$ cat src/rtl/unified_mem_arb_pkg.sv
// Shared definitions for the unified memory arbiter.
// Holds the FSM state encoding, the port identifiers used for grants and the
// read/write encoding of the we_re field, plus a small grant helper.
package unified_mem_arb_pkg;

  typedef enum logic [1:0] {
    ST_IDLE  = 2'd0,
    ST_ISSUE = 2'd1,
    ST_WAIT  = 2'd2,
    ST_RESP  = 2'd3
  } state_t;

  localparam logic GRANT_I  = 1'b0;
  localparam logic GRANT_D  = 1'b1;

  localparam logic WE_READ  = 1'b0;
  localparam logic WE_WRITE = 1'b1;

  // The port that did not win last time; used to break ties.
  function automatic logic other_port(input logic port);
    return (port == GRANT_I) ? GRANT_D : GRANT_I;
  endfunction

endpackage

$ cat src/rtl/arb_rr2.sv
// Two-requester round-robin picker (purely combinational).
// Ports:
//   req[1:0]    : request bits, bit 0 = instruction port, bit 1 = data port
//   last_grant  : port granted most recently
//   grant_valid : at least one request is present
//   grant_id    : winning port (GRANT_I / GRANT_D)
module arb_rr2
  import unified_mem_arb_pkg::*;
(
  input  logic [1:0] req,
  input  logic       last_grant,
  output logic       grant_valid,
  output logic       grant_id
);

  // Pick the single requester, or on a tie the port not served last.
  always_comb begin
    grant_valid = 1'b0;
    grant_id    = GRANT_I;
    case (req)
      2'b01: begin
        grant_valid = 1'b1;
        grant_id    = GRANT_I;
      end
      2'b10: begin
        grant_valid = 1'b1;
        grant_id    = GRANT_D;
      end
      2'b11: begin
        grant_valid = 1'b1;
        grant_id    = other_port(last_grant);
      end
      default: begin
        grant_valid = 1'b0;
        grant_id    = GRANT_I;
      end
    endcase
  end

endmodule

$ cat src/rtl/unified_mem_arbiter.sv
// Shares one memory_top between the instruction-fetch and data ports.
// Each access runs IDLE -> ISSUE -> WAIT -> RESP; ISSUE may skip WAIT when the
// memory answers immediately. A stuck memory is released after TIMEOUT_CYCLES
// cycles in WAIT, returning zero data and setting a sticky timeout_err.
// Ports:
//   clk, rst (async, active-low)
//   i_* : instruction port (request/we_re/mask/address/data_in in, valid/data_out out)
//   d_* : data port, same shape as i_*
//   m_* : memory side (request/we_re/mask/address/data_in out, valid/data_out in)
//   busy        : FSM is not in IDLE
//   timeout_err : sticky, set on the first timeout, cleared only by reset
module unified_mem_arbiter
  import unified_mem_arb_pkg::*;
#(
  parameter int ADDR_W         = 8,
  parameter int DATA_W         = 32,
  parameter int TIMEOUT_CYCLES = 16
) (
  input  logic              clk,
  input  logic              rst,

  input  logic              i_request,
  input  logic              i_we_re,
  input  logic [3:0]        i_mask,
  input  logic [ADDR_W-1:0] i_address,
  input  logic [DATA_W-1:0] i_data_in,
  output logic              i_valid,
  output logic [DATA_W-1:0] i_data_out,

  input  logic              d_request,
  input  logic              d_we_re,
  input  logic [3:0]        d_mask,
  input  logic [ADDR_W-1:0] d_address,
  input  logic [DATA_W-1:0] d_data_in,
  output logic              d_valid,
  output logic [DATA_W-1:0] d_data_out,

  output logic              m_request,
  output logic              m_we_re,
  output logic [3:0]        m_mask,
  output logic [ADDR_W-1:0] m_address,
  output logic [DATA_W-1:0] m_data_in,
  input  logic              m_valid,
  input  logic [DATA_W-1:0] m_data_out,

  output logic              busy,
  output logic              timeout_err
);

  localparam int CNT_W = $clog2(TIMEOUT_CYCLES);
  localparam logic [CNT_W-1:0] CNT_LAST = CNT_W'(TIMEOUT_CYCLES - 1);

  state_t              state_r;
  logic                last_grant_r;
  logic [CNT_W-1:0]    cnt_r;

  logic                lat_we_re_r;
  logic [3:0]          lat_mask_r;
  logic [ADDR_W-1:0]   lat_address_r;
  logic [DATA_W-1:0]   lat_data_in_r;

  logic                m_request_r;
  logic                i_valid_r;
  logic [DATA_W-1:0]   i_data_out_r;
  logic                d_valid_r;
  logic [DATA_W-1:0]   d_data_out_r;
  logic                busy_r;
  logic                timeout_err_r;

  logic                grant_valid_s;
  logic                grant_id_s;

  logic                sel_we_re_s;
  logic [3:0]          sel_mask_s;
  logic [ADDR_W-1:0]   sel_address_s;
  logic [DATA_W-1:0]   sel_data_in_s;

  logic                done_s;
  logic                timeout_hit_s;
  logic [DATA_W-1:0]   done_data_s;

  arb_rr2 u_arb (
    .req         ({d_request, i_request}),
    .last_grant  (last_grant_r),
    .grant_valid (grant_valid_s),
    .grant_id    (grant_id_s)
  );

  // Route the winning port's request fields toward the latches.
  always_comb begin
    sel_we_re_s   = WE_READ;
    sel_mask_s    = 4'h0;
    sel_address_s = '0;
    sel_data_in_s = '0;
    if (grant_id_s == GRANT_I) begin
      sel_we_re_s   = i_we_re;
      sel_mask_s    = i_mask;
      sel_address_s = i_address;
      sel_data_in_s = i_data_in;
    end else begin
      sel_we_re_s   = d_we_re;
      sel_mask_s    = d_mask;
      sel_address_s = d_address;
      sel_data_in_s = d_data_in;
    end
  end

  // Decide whether the current access completes this cycle and with what data.
  // A real m_valid in WAIT wins over a timeout landing in the same cycle.
  always_comb begin
    done_s        = 1'b0;
    timeout_hit_s = 1'b0;
    done_data_s   = '0;
    if ((state_r == ST_ISSUE || state_r == ST_WAIT) && m_valid) begin
      done_s      = 1'b1;
      done_data_s = m_data_out;
    end else if (state_r == ST_WAIT && cnt_r == CNT_LAST) begin
      done_s        = 1'b1;
      timeout_hit_s = 1'b1;
      done_data_s   = '0;
    end else begin
      done_s        = 1'b0;
      timeout_hit_s = 1'b0;
      done_data_s   = '0;
    end
  end

  // Access sequencer: state, grant history, latches, wait counter and outputs.
  always_ff @(posedge clk or negedge rst) begin
    if (!rst) begin
      state_r       <= ST_IDLE;
      last_grant_r  <= GRANT_D;
      cnt_r         <= '0;
      lat_we_re_r   <= WE_READ;
      lat_mask_r    <= 4'h0;
      lat_address_r <= '0;
      lat_data_in_r <= '0;
      m_request_r   <= 1'b0;
      i_valid_r     <= 1'b0;
      i_data_out_r  <= '0;
      d_valid_r     <= 1'b0;
      d_data_out_r  <= '0;
      busy_r        <= 1'b0;
      timeout_err_r <= 1'b0;
    end else begin
      // Pulsed outputs default low; only the transitions below raise them.
      m_request_r <= 1'b0;
      i_valid_r   <= 1'b0;
      d_valid_r   <= 1'b0;

      case (state_r)
        ST_IDLE: begin
          cnt_r <= '0;
          if (grant_valid_s) begin
            state_r       <= ST_ISSUE;
            last_grant_r  <= grant_id_s;
            lat_we_re_r   <= sel_we_re_s;
            lat_mask_r    <= sel_mask_s;
            lat_address_r <= sel_address_s;
            lat_data_in_r <= sel_data_in_s;
            m_request_r   <= 1'b1;
            busy_r        <= 1'b1;
          end else begin
            busy_r <= 1'b0;
          end
        end
        ST_ISSUE: begin
          state_r <= ST_WAIT;
        end
        ST_WAIT: begin
          cnt_r <= cnt_r + CNT_W'(1);
        end
        ST_RESP: begin
          state_r <= ST_IDLE;
          cnt_r   <= '0;
          busy_r  <= 1'b0;
        end
        default: begin
          state_r <= ST_IDLE;
          cnt_r   <= '0;
          busy_r  <= 1'b0;
        end
      endcase

      // Completion overrides the case above; last_grant_r names the port
      // that owns the access in flight.
      if (done_s) begin
        state_r <= ST_RESP;
        if (last_grant_r == GRANT_I) begin
          i_valid_r    <= 1'b1;
          i_data_out_r <= done_data_s;
        end else begin
          d_valid_r    <= 1'b1;
          d_data_out_r <= done_data_s;
        end
        if (timeout_hit_s) begin
          timeout_err_r <= 1'b1;
        end
      end
    end
  end

  assign m_request   = m_request_r;
  assign m_we_re     = lat_we_re_r;
  assign m_mask      = lat_mask_r;
  assign m_address   = lat_address_r;
  assign m_data_in   = lat_data_in_r;
  assign i_valid     = i_valid_r;
  assign i_data_out  = i_data_out_r;
  assign d_valid     = d_valid_r;
  assign d_data_out  = d_data_out_r;
  assign busy        = busy_r;
  assign timeout_err = timeout_err_r;

endmodule
$ cat config.mk
export PLATFORM = sky130hd
export DESIGN_NAME = unified_mem_arbiter
export DESIGN_NICKNAME = d
export VERILOG_FILES = /design/src/rtl/unified_mem_arb_pkg.sv /design/src/rtl/arb_rr2.sv /design/src/rtl/unified_mem_arbiter.sv
export SDC_FILE = /design/constraint.sdc
export NUM_CORES = 1
export LEC_CHECK = 0
export CORE_MARGIN = 3
export CORE_UTILIZATION = 37
export CTS_CLUSTER_DIAMETER = 30
export DETAILED_ROUTE_END_ITERATION = 8
export GPL_TIMING_DRIVEN = 1
export PLACE_DENSITY = 0.77
export SYNTH_ARGS = -nofsm -noshare
export SYNTH_HDL_FRONTEND = slang
export SYNTH_SLANG_ARGS = --single-unit
$ cat constraint.sdc
create_clock -name clk -period 1.8 [get_ports clk]
set_clock_uncertainty 0.2 [all_clocks]
set_input_delay 0.27 -clock clk [delete_from_list [all_inputs] [get_ports clk]]
set_output_delay 0.27 -clock clk [all_outputs]
set_load 0.005 [all_outputs]
## Word-level counts from Yosys, hierarchy flattened

Cells that the tools add are included.
Widths: inputs -> output; s select.

| storage, ports and cells | value |
|---|---|
| flip-flop bits (word level) | 121 |
| input bits | 127 |

| operators by class | value |
|---|---|
| $add $sub $neg | 1 |
| eq/ne operators | 8 |
| mux-type cells | 21 |
| bitwise gates (word level) | 1 |
| reductions and logical operators | 14 |

Operators by type and width:

| kind | number |
|---|---|
| $mux 32 | 2 |
| $mux 1 | 11 |
| $reduce_and 2->1 | 5 |
| $eq 2x2->1 const B | 4 |
| $mux 8 | 1 |
| $pmux 4 s2 | 1 |
| $pmux 2 s3 | 1 |
| $add 4x1->4 const B | 1 |
| $eq 2x1->1 const B | 2 |
| $eq 4x4->1 const B | 1 |
| $mux 2 | 2 |
| $mux 4 | 1 |
| $pmux 1 s2 | 2 |
| $reduce_bool 2->1 | 2 |
| $reduce_bool 4->1 | 1 |
| $ne 3x3->1 const B | 1 |
| $reduce_or 3->1 | 1 |
| $logic_and 1x1->1 | 2 |
| $logic_not 2->1 | 1 |
| $reduce_or 2->1 | 1 |
| $logic_or 1x1->1 | 1 |
| $not 1->1 | 1 |

## Depth between registers and ports, before layout

| logic depth | value |
|---|---|
| word-level depth | 6 |
| mapped depth | 7 |
| gate-level depth less buffers | 5 |

## Cells and area by module

A second synthesis with hierarchy kept.

| unflattened totals | value |
|---|---|
| cell total of the unflattened synthesis | 400 |
| area total of the unflattened synthesis | 4959.8 um^2 |

By module, submodules not included:

| module | times used | cells an instance | area each (um^2) |
|---|---|---|---|
| unified_mem_arbiter | 1 | 398 | 4946.0 |
| arb_rr2 | 1 | 2 | 13.8 |

## Least setup slack after synthesis

Ideal clock, no wire load.

| timing path | value |
|---|---|
| kind | reg-to-reg |
| start | reg state_r[0] |
| end | reg d_data_out_r[22] (netlist: d_data_out[22]) |
| library setup time | 121 ps |
| arrival time | 1487 ps |
| data required time | 1479 ps |
| path slack | -8 ps |
| cell stages (with the launch flop) | 8 |
| clock period less this slack | 1808 ps |
| path through | dfrtp_1 -> inv_1 -> ha_1 -> buf_4 -> and3_1 -> buf_2 -> buf_2 -> a22o_1 |

| between the ends | value |
|---|---|
| word-level cells in the longest chain between the ends | 5 |
| elaborated cells between the ends (all ways) | 9 |
| classes of those cells | eq/ne: 2; mux: 3; reduce/logical: 4 |

RTL lines:

| item | RTL line | RTL |
|---|---|---|
| start: declaration | unified_mem_arbiter.sv:53 | `state_t state_r;` |
| start signal: assignment | unified_mem_arbiter.sv:131 | `state_r <= ST_IDLE;` |
| start signal: assignment | unified_mem_arbiter.sv:155 | `state_r <= ST_ISSUE;` |
| start signal: assignment | unified_mem_arbiter.sv:168 | `state_r <= ST_WAIT;` |
| $eq 2x2->1 or $eq 2x1->1 (tied branches) | unified_mem_arbiter.sv:114, unified_mem_arbiter.sv:117 |  |
| $logic_and 1x1->1 or $logic_or 1x1->1 (tied branches) | unified_mem_arbiter.sv:117, unified_mem_arbiter.sv:114 |  |
| $mux 1 or $logic_and 1x1->1 (tied branches) | unified_mem_arbiter.sv:117, unified_mem_arbiter.sv:114 |  |
| $mux 1 | unified_mem_arbiter.sv:114 | `if ((state_r == ST_ISSUE \|\| state_r == ST_WAIT) && m_valid) begin` |
| $reduce_and 2->1 (no source line) | -- |  |
| end signal: assignment | unified_mem_arbiter.sv:194 | `d_data_out_r <= done_data_s;` |
| end: declaration | unified_mem_arbiter.sv:66 | `logic [DATA_W-1:0] d_data_out_r;` |

Several ways; a longest one is shown, not always the timed one.
A chain may end at the register's enable or synchronous reset.

## Worst setup path after layout

| timing path | value |
|---|---|
| start | reg i_data_out_r[11] (netlist: i_data_out[11]) |
| end | out i_data_out[11] |

RTL lines:

| item | RTL line | RTL |
|---|---|---|
| start: declaration | unified_mem_arbiter.sv:64 | `logic [DATA_W-1:0] i_data_out_r;` |
| start signal: assignment | unified_mem_arbiter.sv:191 | `i_data_out_r <= done_data_s;` |
| end: declaration | unified_mem_arbiter.sv:28 | `output logic [DATA_W-1:0] i_data_out,` |

No word-level cell between the ends.

==> run metrics <==
status finished, final reports clean; Die Area 14990 um2; min Tclk post-route 1765 ps; DR vias 4545; NetSw 4.415 mW; Hold Crit Class in -> async; crit path buf inv count 1; Std-Cell Rows 41; total power 14.38 mW; ANT nets after route 0; most frequent cells after synthesis 120 x dfrtp_1, 96 x nand2_1, 64 x a22o_1; syn nets 579; initial core utilization 0.3879; FF+latch count, synth 121; clock network fraction of design power 0.219; Placeable Area 12930 um2; Pleak 3.792 nW; DRC Markers 0; sw frac 0.3071; Clock transition at path regs 50 ps; Skew-Pair Late Insertion Delay 400 ps; DR WL/cell 17.03 um; layout cell share with drive strength beyond 1 0.09831; crit-path max FO 2; worst vdd ir 0.6438 mV; initial antenna violation count 0; Max Cap Violations 0; Setup crit start kind register; max incr delay on CP 530 ps; vias in the first global route 4641; sequential area share after synthesis 0.6040; routability cong. 0.7912; Post-Synthesis Cells 446; Post-layout nets 834; post-synth cell types 29; GRT Overall Usage 0.1982; FF/Latch Area 3029 um2; largest net degree at the start of global routing 50; DR vias/cell 5.141; I/O pins 241; Tightest Pin Transition 361.7 ps; Die Y 122.4 um; clock buffer depth 2; number of H-tree levels 4; Reg power frac 0.334; PD cells 1722 nW/um2; total CTS buffers 17; Critical Path AT 1290 ps; drt pass-1 iters 5; Ys Warns 0; n_diodes 0; hpwl dp 10830 um; mapped cell area 5015 um2; asr flop ratio synth 1.000; Root Buffer Master clkbuf_16; Final Hold Viols 0; Logic pwr share 0.447; share of the synthesized area in the top cell type 0.5988; first-pass GRT wire length 23200 um; Post-synth top flop dfrtp_1; final core occ 0.6459; fmax 566.7 MHz; multi-input logic area 1700 um2; Die Span X 122.4 um; Crit-path slowest cell clkdlybuf4s50_1; CTS tree yes; GRT overflow 0; DR iter-0 viols 203; Total Wirelength 15060 um; final count of negative-setup-slack endpoints 0; Period Utilization, post-route 0.9803; Final Slew Violations 0; EDFF count, synth 0; # fillers 977; Pint 9.962 mW; syn_area_per_cell 11.24 um2; Area Growth Syn to Fin 66.49%; Worst Path Required 1330 ps; Synth area leader dfrtp_1; CP Capture Type primary output; WS Path Type reg -> out; Slew HR 0.7589; worst-path cell chain clkdlybuf4s50_1; largest cells by area after synthesis dfrtp_1 60%, a22o_1 11%, nand2_1 7.2%, a31oi_1 5.7%, buf_6 3.6%; Clock Sinks 121; port bufs 240; RSZ-0062 raised after global routing true; count leader, synth dfrtp_1; kind of cell adding the most delay to the critical path buffers and inverters; Fin Setup TNS 0 ps
==> stage by stage <==
stage | setup slack, ps | instance area (um2) | hold WS, ps | instances
after detailed placement | -103.3 | 7687 | 5.029 | 851
after CTS | 3.420 | 8255 | 119.6 | 883
after global routing | -14.76 | 8349 | 137.9 | 884
after floorplan | -4.714 | 5022 | -225.6 | 446
final | 35.49 | 8349 | 133.9 | 884
after global placement | -32.52 | 7687 | -0.3280 | 851
==> area by class of cell <==
type                       count  area share
sequential                   121      0.3628
timing repair buffer         270      0.3394
multi-input combinational    287      0.2037
clock buffer                  22     0.05799
tap                          172     0.02578
clock inverter                 8    0.008542
inverter                       4    0.001798
==> power groups by stage <==
stage	Sequential, mW	Clock (mW)	Combinational [mW]
floorplan	4.82	0	2.71
global placement	4.74	0	6.27
detailed placement	4.83	0	6.41
CTS	4.80	3.20	6.45
global route	4.94	3.34	7.01
finish	4.80	3.15	6.43
==> metal layers <==
layer  track usage  wire length (um)  vias up
met1        0.2338              5624     2179
met4       0.07558               297        0
met5             0                 0        -
li1              -                 -     2094
met2        0.3267              7374      244
met3       0.07788              1759       28
==> cell families (layout without fill, tap and decap cells) <==
| family | count (synthesis) | in the layout | share of synthesized area |
|---|---|---|---|
| AOI/OAI and AO/OA | 127 | 127 | 0.1994 |
| adders and majority gates | 6 | 6 | 0.01497 |
| buffers and inverters | 38 | 304 | 0.05988 |
| DFF | 121 | 121 | 0.6040 |
| and+or+nand+nor | 154 | 154 | 0.1218 |
==> registers in the layout, indices dropped and copies added, names as in the netlist <==
| name | cells |
|---|---|
| m_address | 8 |
| m_request | 1 |
| i_valid | 1 |
| d_data_out | 32 |
| d_valid | 1 |
| state_r | 2 |
| i_data_out | 32 |
| m_data_in | 32 |
| m_mask | 4 |
| last_grant_r | 1 |
| cnt_r | 4 |
| m_we_re | 1 |
| timeout_err | 1 |
| busy | 1 |
==> path summary, 6_finish.rpt <==
kind,startpoint,end,slack [ps],cells past startpoint
min in group clk,i_address[6],m_address[6],220,3
setup reg to reg,state_r[1],d_data_out[15],40,6
hold / removal,rst,i_data_out[9],130,2
setup / recovery,i_data_out[11],i_data_out[11],40,1
hold reg to reg,timeout_err,timeout_err,270,1
max in group asynchronous,rst,last_grant_r,650,3
==> repair_timing <==
| item | 4_1_cts | 5_1_grt |
|---|---|---|
| hold endpoints to repair | 120 | 0 |
| gates resized for setup | 4 | 25 |
| hold buffers | 1 | 0 |
| setup buffers | 1 | 0 |
| setup endpoints to repair | 4 | 86 |
| pin swaps | 0 | 9 |
| gates cloned | 0 | 1 |
==> layout by cell type, fill, tap and decap left out, types with 2 or more instances in the layout <==
| master | count |
|---|---|
| dfrtp_1 | 120 |
| clkinv_2 | 5 |
| dlygate4sd2_1 | 4 |
| clkdlybuf4s50_1 | 214 |
| clkbuf_8 | 4 |
| nand2_1 | 96 |
| inv_1 | 2 |
| ha_1 | 5 |
| a31oi_1 | 46 |
| buf_12 | 11 |
| dlymetal6s2s_1 | 21 |
| inv_2 | 2 |
| nor2_1 | 47 |
| o21ai_0 | 6 |
| a22o_1 | 64 |
| nand3_1 | 2 |
| buf_4 | 17 |
| nand2b_1 | 3 |
| a221o_1 | 2 |
| clkbuf_16 | 18 |
No activity file was read; power rests on OpenSTA's default activity.
